<file path="src/rtl/dmem_arbiter.sv">
// ---------------------------------------------------------------------------
// dmem_arbiter
//
// Two-requester, round-robin arbiter in front of a single-port data memory.
// Each access is a three-cycle transaction: IDLE (arbitrate and latch the
// winner's request) -> ACCESS (grant pulse plus one memory strobe) ->
// RESP (completion pulse, read data on the winner's rdata bus).
//
// Parameters
//   ADDR_W     byte-address width of the requester and memory address ports
//   DATA_W     data width
//
// Ports
//   clk              single clock, rising edge
//   rst              asynchronous, active-high reset
//   m0_req/m1_req    access request; held stable with we/addr/wdata until gnt
//   m0_we/m1_we      1 = write, 0 = read
//   m0_addr/m1_addr  byte address, forwarded unchanged (including bits [1:0])
//   m0_wdata/m1_wdata write data
//   m0_gnt/m1_gnt    one-cycle grant pulse, high during ACCESS
//   m0_rvalid/m1_rvalid one-cycle completion pulse, high during RESP
//   m0_rdata/m1_rdata read data while rvalid is high, zero otherwise
//   mem_read/mem_write memory strobes, at most one high, only during ACCESS
//   mem_addr/mem_wdata registered memory address and write data
//   mem_rdata        memory read data, captured at the end of ACCESS
// ---------------------------------------------------------------------------
module dmem_arbiter #(
    parameter int ADDR_W = 9,
    parameter int DATA_W = 32
) (
    input  logic              clk,
    input  logic              rst,
    input  logic              m0_req,
    input  logic              m0_we,
    input  logic [ADDR_W-1:0] m0_addr,
    input  logic [DATA_W-1:0] m0_wdata,
    input  logic              m1_req,
    input  logic              m1_we,
    input  logic [ADDR_W-1:0] m1_addr,
    input  logic [DATA_W-1:0] m1_wdata,
    output logic              m0_gnt,
    output logic              m0_rvalid,
    output logic [DATA_W-1:0] m0_rdata,
    output logic              m1_gnt,
    output logic              m1_rvalid,
    output logic [DATA_W-1:0] m1_rdata,
    output logic              mem_read,
    output logic              mem_write,
    output logic [ADDR_W-1:0] mem_addr,
    output logic [DATA_W-1:0] mem_wdata,
    input  logic [DATA_W-1:0] mem_rdata
);

    // Transaction phases. The unused encoding falls back to IDLE.
    localparam logic [1:0] ST_IDLE   = 2'd0;
    localparam logic [1:0] ST_ACCESS = 2'd1;
    localparam logic [1:0] ST_RESP   = 2'd2;

    localparam logic [DATA_W-1:0] DATA_ZERO = {DATA_W{1'b0}};
    localparam logic [ADDR_W-1:0] ADDR_ZERO = {ADDR_W{1'b0}};

    // Requester identifiers used for the winner and the priority pointer.
    localparam logic REQ_M0 = 1'b0;
    localparam logic REQ_M1 = 1'b1;

    // -----------------------------------------------------------------------
    // Registers
    // -----------------------------------------------------------------------
    logic [1:0]        r_state;
    logic              r_ptr;        // preferred requester when both request
    logic              r_win;        // requester owning the current transaction
    logic              r_we;         // latched direction of the current transaction
    logic [ADDR_W-1:0] r_addr;       // drives mem_addr
    logic [DATA_W-1:0] r_wdata;      // drives mem_wdata
    logic              r_m0_gnt;
    logic              r_m1_gnt;
    logic              r_mem_read;
    logic              r_mem_write;
    logic              r_m0_rvalid;
    logic              r_m1_rvalid;
    logic [DATA_W-1:0] r_m0_rdata;
    logic [DATA_W-1:0] r_m1_rdata;

    // -----------------------------------------------------------------------
    // Combinational signals
    // -----------------------------------------------------------------------
    logic              w_any_req;
    logic              w_start;      // arbitration happens at this edge
    logic              w_sel;        // winner of this arbitration
    logic              w_sel_we;
    logic [ADDR_W-1:0] w_sel_addr;
    logic [DATA_W-1:0] w_sel_wdata;
    logic [1:0]        w_next_state;
    logic              w_in_access;
    logic              w_in_resp;
    logic [DATA_W-1:0] w_resp_data;  // value handed to the winner during RESP

    assign w_any_req   = m0_req | m1_req;
    assign w_start     = (r_state == ST_IDLE) & w_any_req;
    assign w_in_access = (r_state == ST_ACCESS);
    assign w_in_resp   = (r_state == ST_RESP);

    // Next-state decode for the IDLE -> ACCESS -> RESP -> IDLE cycle.
    always_comb begin
        w_next_state = ST_IDLE;
        case (r_state)
            ST_IDLE: begin
                if (w_any_req) begin
                    w_next_state = ST_ACCESS;
                end else begin
                    w_next_state = ST_IDLE;
                end
            end
            ST_ACCESS: w_next_state = ST_RESP;
            ST_RESP:   w_next_state = ST_IDLE;
            default:   w_next_state = ST_IDLE;
        endcase
    end

    // Round-robin winner: a lone requester always wins, the pointer only
    // breaks ties.
    always_comb begin
        w_sel = REQ_M0;
        if (m0_req && m1_req) begin
            w_sel = r_ptr;
        end else if (m1_req) begin
            w_sel = REQ_M1;
        end else begin
            w_sel = REQ_M0;
        end
    end

    // Request fields of the selected requester.
    always_comb begin
        w_sel_we    = 1'b0;
        w_sel_addr  = ADDR_ZERO;
        w_sel_wdata = DATA_ZERO;
        if (w_sel == REQ_M1) begin
            w_sel_we    = m1_we;
            w_sel_addr  = m1_addr;
            w_sel_wdata = m1_wdata;
        end else begin
            w_sel_we    = m0_we;
            w_sel_addr  = m0_addr;
            w_sel_wdata = m0_wdata;
        end
    end

    // Response payload: memory data for reads, zero for writes.
    always_comb begin
        w_resp_data = DATA_ZERO;
        if (r_we) begin
            w_resp_data = DATA_ZERO;
        end else begin
            w_resp_data = mem_rdata;
        end
    end

    // -----------------------------------------------------------------------
    // Sequential logic
    // -----------------------------------------------------------------------

    // Transaction state register.
    always_ff @(posedge clk or posedge rst) begin
        if (rst) begin
            r_state <= ST_IDLE;
        end else begin
            r_state <= w_next_state;
        end
    end

    // Priority pointer: after serving a requester, prefer the other one.
    always_ff @(posedge clk or posedge rst) begin
        if (rst) begin
            r_ptr <= REQ_M0;
        end else if (w_in_resp) begin
            r_ptr <= ~r_win;
        end else begin
            r_ptr <= r_ptr;
        end
    end

    // Latch the winning request; these registers feed the memory directly so
    // address and write data cannot move during ACCESS.
    always_ff @(posedge clk or posedge rst) begin
        if (rst) begin
            r_win   <= REQ_M0;
            r_we    <= 1'b0;
            r_addr  <= ADDR_ZERO;
            r_wdata <= DATA_ZERO;
        end else if (w_start) begin
            r_win   <= w_sel;
            r_we    <= w_sel_we;
            r_addr  <= w_sel_addr;
            r_wdata <= w_sel_wdata;
        end else begin
            r_win   <= r_win;
            r_we    <= r_we;
            r_addr  <= r_addr;
            r_wdata <= r_wdata;
        end
    end

    // Grant and memory strobes: set at the arbitration edge, so they are high
    // for exactly the ACCESS cycle; reset clears them without waiting for clk.
    always_ff @(posedge clk or posedge rst) begin
        if (rst) begin
            r_m0_gnt    <= 1'b0;
            r_m1_gnt    <= 1'b0;
            r_mem_read  <= 1'b0;
            r_mem_write <= 1'b0;
        end else if (w_start) begin
            r_m0_gnt    <= (w_sel == REQ_M0);
            r_m1_gnt    <= (w_sel == REQ_M1);
            r_mem_read  <= ~w_sel_we;
            r_mem_write <= w_sel_we;
        end else begin
            r_m0_gnt    <= 1'b0;
            r_m1_gnt    <= 1'b0;
            r_mem_read  <= 1'b0;
            r_mem_write <= 1'b0;
        end
    end

    // Completion pulse and read data for RESP; the loser's bus and both buses
    // outside RESP are held at zero.
    always_ff @(posedge clk or posedge rst) begin
        if (rst) begin
            r_m0_rvalid <= 1'b0;
            r_m1_rvalid <= 1'b0;
            r_m0_rdata  <= DATA_ZERO;
            r_m1_rdata  <= DATA_ZERO;
        end else if (w_in_access) begin
            r_m0_rvalid <= (r_win == REQ_M0);
            r_m1_rvalid <= (r_win == REQ_M1);
            r_m0_rdata  <= (r_win == REQ_M0) ? w_resp_data : DATA_ZERO;
            r_m1_rdata  <= (r_win == REQ_M1) ? w_resp_data : DATA_ZERO;
        end else begin
            r_m0_rvalid <= 1'b0;
            r_m1_rvalid <= 1'b0;
            r_m0_rdata  <= DATA_ZERO;
            r_m1_rdata  <= DATA_ZERO;
        end
    end

    // -----------------------------------------------------------------------
    // Outputs (all straight from registers)
    // -----------------------------------------------------------------------
    assign m0_gnt    = r_m0_gnt;
    assign m1_gnt    = r_m1_gnt;
    assign m0_rvalid = r_m0_rvalid;
    assign m1_rvalid = r_m1_rvalid;
    assign m0_rdata  = r_m0_rdata;
    assign m1_rdata  = r_m1_rdata;
    assign mem_read  = r_mem_read;
    assign mem_write = r_mem_write;
    assign mem_addr  = r_addr;
    assign mem_wdata = r_wdata;

endmodule

</file>
<file path="config.mk">
export PLATFORM = sky130hd
export DESIGN_NAME = dmem_arbiter
export DESIGN_NICKNAME = d
export VERILOG_FILES = /design/src/rtl/dmem_arbiter.sv
export SDC_FILE = /design/constraint.sdc
export NUM_CORES = 1
export LEC_CHECK = 0
export CORE_MARGIN = 5
export CORE_UTILIZATION = 42
export DETAILED_ROUTE_END_ITERATION = 6
export PLACE_DENSITY = 0.95
export RECOVER_POWER = 25
export SYNTH_ARGS = -nofsm -noshare
export SYNTH_HDL_FRONTEND = slang
export SYNTH_SLANG_ARGS = --single-unit
</file>
<file path="constraint.sdc">
create_clock -name clk -period 10.64 [get_ports clk]
set_clock_uncertainty 0.1 [all_clocks]
set_input_delay 1.064 -clock clk [delete_from_list [all_inputs] [get_ports clk]]
set_output_delay 1.064 -clock clk [all_outputs]
set_load 0.03 [all_outputs]
</file>
==> metrics.log <==
INFO  metric outcome = complete, but fails checks
INFO  metric violations = max-capacitance violations, max-slew violations
INFO  metric ys_warn_count = 0
INFO  metric top_level_ports = 231
INFO  metric setup-tns-final = 0 ps
INFO  metric netlist.top_cell.by_area = sky130_fd_sc_hd__dfrtp_1
INFO  metric cell_area_after_placement = around 0.0067 mm^2
INFO  metric wl = approximately 14 mm
INFO  metric postLayoutCellArea = 0.00735 mm^2
INFO  metric yosys.cell_count.top_type = sky130_fd_sc_hd__dfrtp_1
INFO  metric drt_iter0_markers = 258
INFO  metric row_count = 37
INFO  metric maximum_number_of_pins_on_one_net_before_global_route_repair = 70
INFO  metric grt_pass1_wl = roughly 22 mm
INFO  metric startpoint_type = input port
INFO  metric worstPathMaxFanout = between 60 and 70
INFO  metric wl_met1 = 5.33 mm
INFO  metric place_ws = around 7300 ps
INFO  metric synthesis.instances = 349
INFO  metric dpl.hpwl = 10.1 mm
INFO  metric worstSetupPathType = in -> async
INFO  metric cts_sink_cnt = 116
INFO  metric groute.usage.overall = about 23%
INFO  metric rsz0062_at_grt = false
INFO  metric grt_antenna_before_repair = 0
INFO  metric route.met3.wl = 1.39 mm
INFO  metric post_drt_via_cell_ratio = approximately 5.2
INFO  metric tightestPinTransition = just over 2000 ps
INFO  metric route.detailed.wl_per_inst = 19.6 um
INFO  metric clock_path_buffers = 2
INFO  metric setup_ws = 7340 ps
INFO  metric gr-total-overflow = 0
INFO  metric synthToLayoutAreaGrowth = 68.5%
INFO  metric design.die.area = 0.0125 mm^2
INFO  metric path_buf_inv = 3
INFO  metric min_period = 3300 ps
INFO  metric netlist_cell_types = 24
INFO  metric max_freq = slightly above 300 MHz
INFO  metric remaining_drc_errors = 0
INFO  metric detailroute.via_count = between 3000 and 4000
INFO  metric placeableCoreArea = 0.0102 mm^2
INFO  metric power_density = 287 mW/mm^2
INFO  metric htreeDepth = 4
INFO  metric cts_clk_pin_slew_worst_paths = 60 ps
INFO  metric synth_top_flop_cell = sky130_fd_sc_hd__dfrtp_1
INFO  metric worst_path_dominant_cell_family = buffers and inverters
INFO  metric synthesis.nets = 469
INFO  metric leakage_power = ~3.2 nW
INFO  metric detailedRoute.firstPassIterationCount = 4
INFO  metric synthTopCellsByCount = sky130_fd_sc_hd__dfrtp_1 (116), sky130_fd_sc_hd__nor2_1 (66), sky130_fd_sc_hd__a221o_1 (41), sky130_fd_sc_hd__o21a_1 (41), sky130_fd_sc_hd__nand2b_1 (33)
INFO  metric slowest_stage = sky130_fd_sc_hd__clkinvlp_2
INFO  metric dp_cells = 693
INFO  metric worstPathRequired = 11040 ps
INFO  metric critPathMaxStageDelay = 1160 ps
INFO  metric finalHoldViolCount = 0
INFO  metric worst_hold_path_type = reg -> reg
INFO  metric routabilityCongestion = 0.936
INFO  metric antenna_cells_inserted = 0
INFO  metric number_of_buffers_inserted_by_hold_repair_at_cts = 0
INFO  metric max-cap-violations = 1
INFO  metric worstSetupEndpointType = asynchronous set/reset pin
INFO  metric final-instance-count-excl-fill = 725
INFO  metric die_x = approximately 110 um
INFO  metric clock_tree.root_cell = sky130_fd_sc_hd__clkbuf_8
INFO  metric number_of_post_cts_setup_repair_buffers = 0
INFO  metric ys_ff_latch = about 120
INFO  metric filler_cell_count = 659
INFO  metric share_of_flip_flops_with_an_asynchronous_set_or_reset = 100%
INFO  metric synth_area_leaders = sky130_fd_sc_hd__dfrtp_1 (67%), sky130_fd_sc_hd__a221o_1 (9.4%), sky130_fd_sc_hd__o21a_1 (7.1%)
INFO  metric worstSkewPairLatency = approximately 490 ps
INFO  metric post-route-util = between 70% and 80%
INFO  metric via_count_of_the_first_global_routing_pass = a little over 4000
INFO  metric postCtsResizedCells = 0
INFO  metric netlist_area_before_placement = 0.00436 mm^2
INFO  metric fin_nets = about 700
INFO  metric route.met2.wl = roughly 7 mm
INFO  metric tritoncts_clock_tree = built
INFO  metric postRouteAntennaNets = 0
INFO  metric top_signal_layer_used = met4
INFO  metric synth-edff-count = 0
INFO  metric cp_cell_sequence = dlygate4sd3_1 > clkinvlp_2 > buf_4
INFO  metric number_of_endpoints_failing_setup_at_the_final_stage = 0
INFO  metric layout_cells_sized_above_1 = 6.62%
INFO  metric setup_slack_of_the_worst_register_to_register_path = ~8300 ps
INFO  metric port_buffers = 230
INFO  metric netlist.area_leader.share = 66.6%
INFO  metric vdd_drop_max = 0.143 mV
INFO  metric syn_avg_cell_area = about 12 um^2
INFO  metric synth_seq_area_share = 66.6%
INFO  metric timing.final.max_slew_violations = 49
INFO  metric worst_slew_margin_rel = -35.9%
INFO  metric period_share = 31.0%
INFO  metric worst_ep_arrival_time = 3700 ps
INFO  metric chipHeight = about 110 um
INFO  metric tritoncts.num_buffers = 17
INFO  metric initial_core_util = 42.6%
-- worst reg2reg max path: stages (launching register included) --
cell	delay, ps
sky130_fd_sc_hd__dfrtp_1	390
sky130_fd_sc_hd__or2_1	240
sky130_fd_sc_hd__buf_4	280
sky130_fd_sc_hd__nor3_4	540
sky130_fd_sc_hd__buf_4	430
sky130_fd_sc_hd__a221o_1	240
-- cell usage in the layout, fill, tap and decap left out --
cell | netlist | routed
sky130_fd_sc_hd__buf_4 | 0 | 5
sky130_fd_sc_hd__nor2_1 | 66 | 65
sky130_fd_sc_hd__clkinvlp_2 | 0 | 1
sky130_fd_sc_hd__a311oi_1 | 1 | 1
sky130_fd_sc_hd__dfrtp_1 | 116 | 116
sky130_fd_sc_hd__clkinvlp_4 | 0 | 5
sky130_fd_sc_hd__o21ai_1 | 1 | 1
sky130_fd_sc_hd__and2_1 | 1 | 1
sky130_fd_sc_hd__or2_1 | 1 | 1
sky130_fd_sc_hd__nor3_4 | 1 | 1
sky130_fd_sc_hd__nor2b_1 | 1 | 1
sky130_fd_sc_hd__a2bb2oi_1 | 1 | 1
sky130_fd_sc_hd__clkbuf_16 | 0 | 16
sky130_fd_sc_hd__and2b_1 | 1 | 1
sky130_fd_sc_hd__clkinv_1 | 0 | 2
sky130_fd_sc_hd__dlygate4sd3_1 | 0 | 2
sky130_fd_sc_hd__inv_6 | 0 | 2
sky130_fd_sc_hd__nor2_2 | 0 | 1
sky130_fd_sc_hd__inv_1 | 4 | 3
sky130_fd_sc_hd__and3_1 | 1 | 1
sky130_fd_sc_hd__a21oi_1 | 2 | 2
sky130_fd_sc_hd__clkbuf_8 | 0 | 5
sky130_fd_sc_hd__clkbuf_1 | 17 | 1
sky130_fd_sc_hd__o21ai_0 | 2 | 2
sky130_fd_sc_hd__nand2_1 | 4 | 4
sky130_fd_sc_hd__a221o_1 | 41 | 41
sky130_fd_sc_hd__nand2b_1 | 33 | 33
sky130_fd_sc_hd__bufinv_16 | 0 | 3
sky130_fd_sc_hd__clkdlybuf4s50_1 | 0 | 228
sky130_fd_sc_hd__or2b_1 | 1 | 1
sky130_fd_sc_hd__nand3_1 | 1 | 1
sky130_fd_sc_hd__o21a_1 | 41 | 41
-- area by class of cell --
cell class	count	area [um^2]	share of cell area (%)
Sequential cell	116	2900	39.5
Timing Repair Buffer	235	2340	31.8
Multi-Input combinational cell	200	1290	17.6
Clock buffer	22	473	6.44
Tap cell	136	170	2.32
Clock inverter	10	145	1.98
Inverter	6	23.8	0.324
-- cell families (layout without fill, tap and decap cells) --
kind of cell,Yosys count,in the layout,synth area share [%]
buffers and inverters,33,273,3.84
flip-flops,116,116,66.6
AND/OR/NAND/NOR,111,111,12.2
AO/OA/AOI/OAI,89,89,17.4
-- metal layers --
metal  track usage (%)  up-vias
met2              37.3      216
li1                  -     1671
met5                 0        -
met1              25.2     1810
met3              9.84       43
met4              11.5        0
-- flip-flops by register name (all words and copies together) (netlist names), 2 cells and up --
signal / count
mem_addr: 9
m1_rdata: 32
mem_wdata: 32
m0_rdata: 32
r_state: 2
-- final timing paths --
kind	start	endpoint	depth (start not counted)
max reg2reg	r_state[1]	mem_wdata[13]	5
min	r_win	r_ptr	1
min in group asynchronous	rst	m0_rdata[18]	2
min reg2reg	r_win	r_ptr	1
max in group clk	m1_req	mem_read	5
max	rst	m1_rdata[24]	3
-- per-stage QoR --
step,hold WS (ps),total power [mW]
6_report,396,2.11
5_1_grt,430,2.21
4_1_cts,401,2.12
3_5_place_dp,399,1.53
3_3_place_gp,376,1.50
2_1_floorplan,357,1.18
-- where the power goes --
| group | switching [mW] | total, mW | internal (mW) |
|---|---|---|---|
| clock network | 0.199 | 0.582 | 0.383 |
| logic | 0.493 | 0.884 | 0.391 |
| registers | 0.0779 | 0.640 | 0.563 |
| total | 0.770 | 2.11 | 1.34 |
Power figures use the tool's default switching activity.
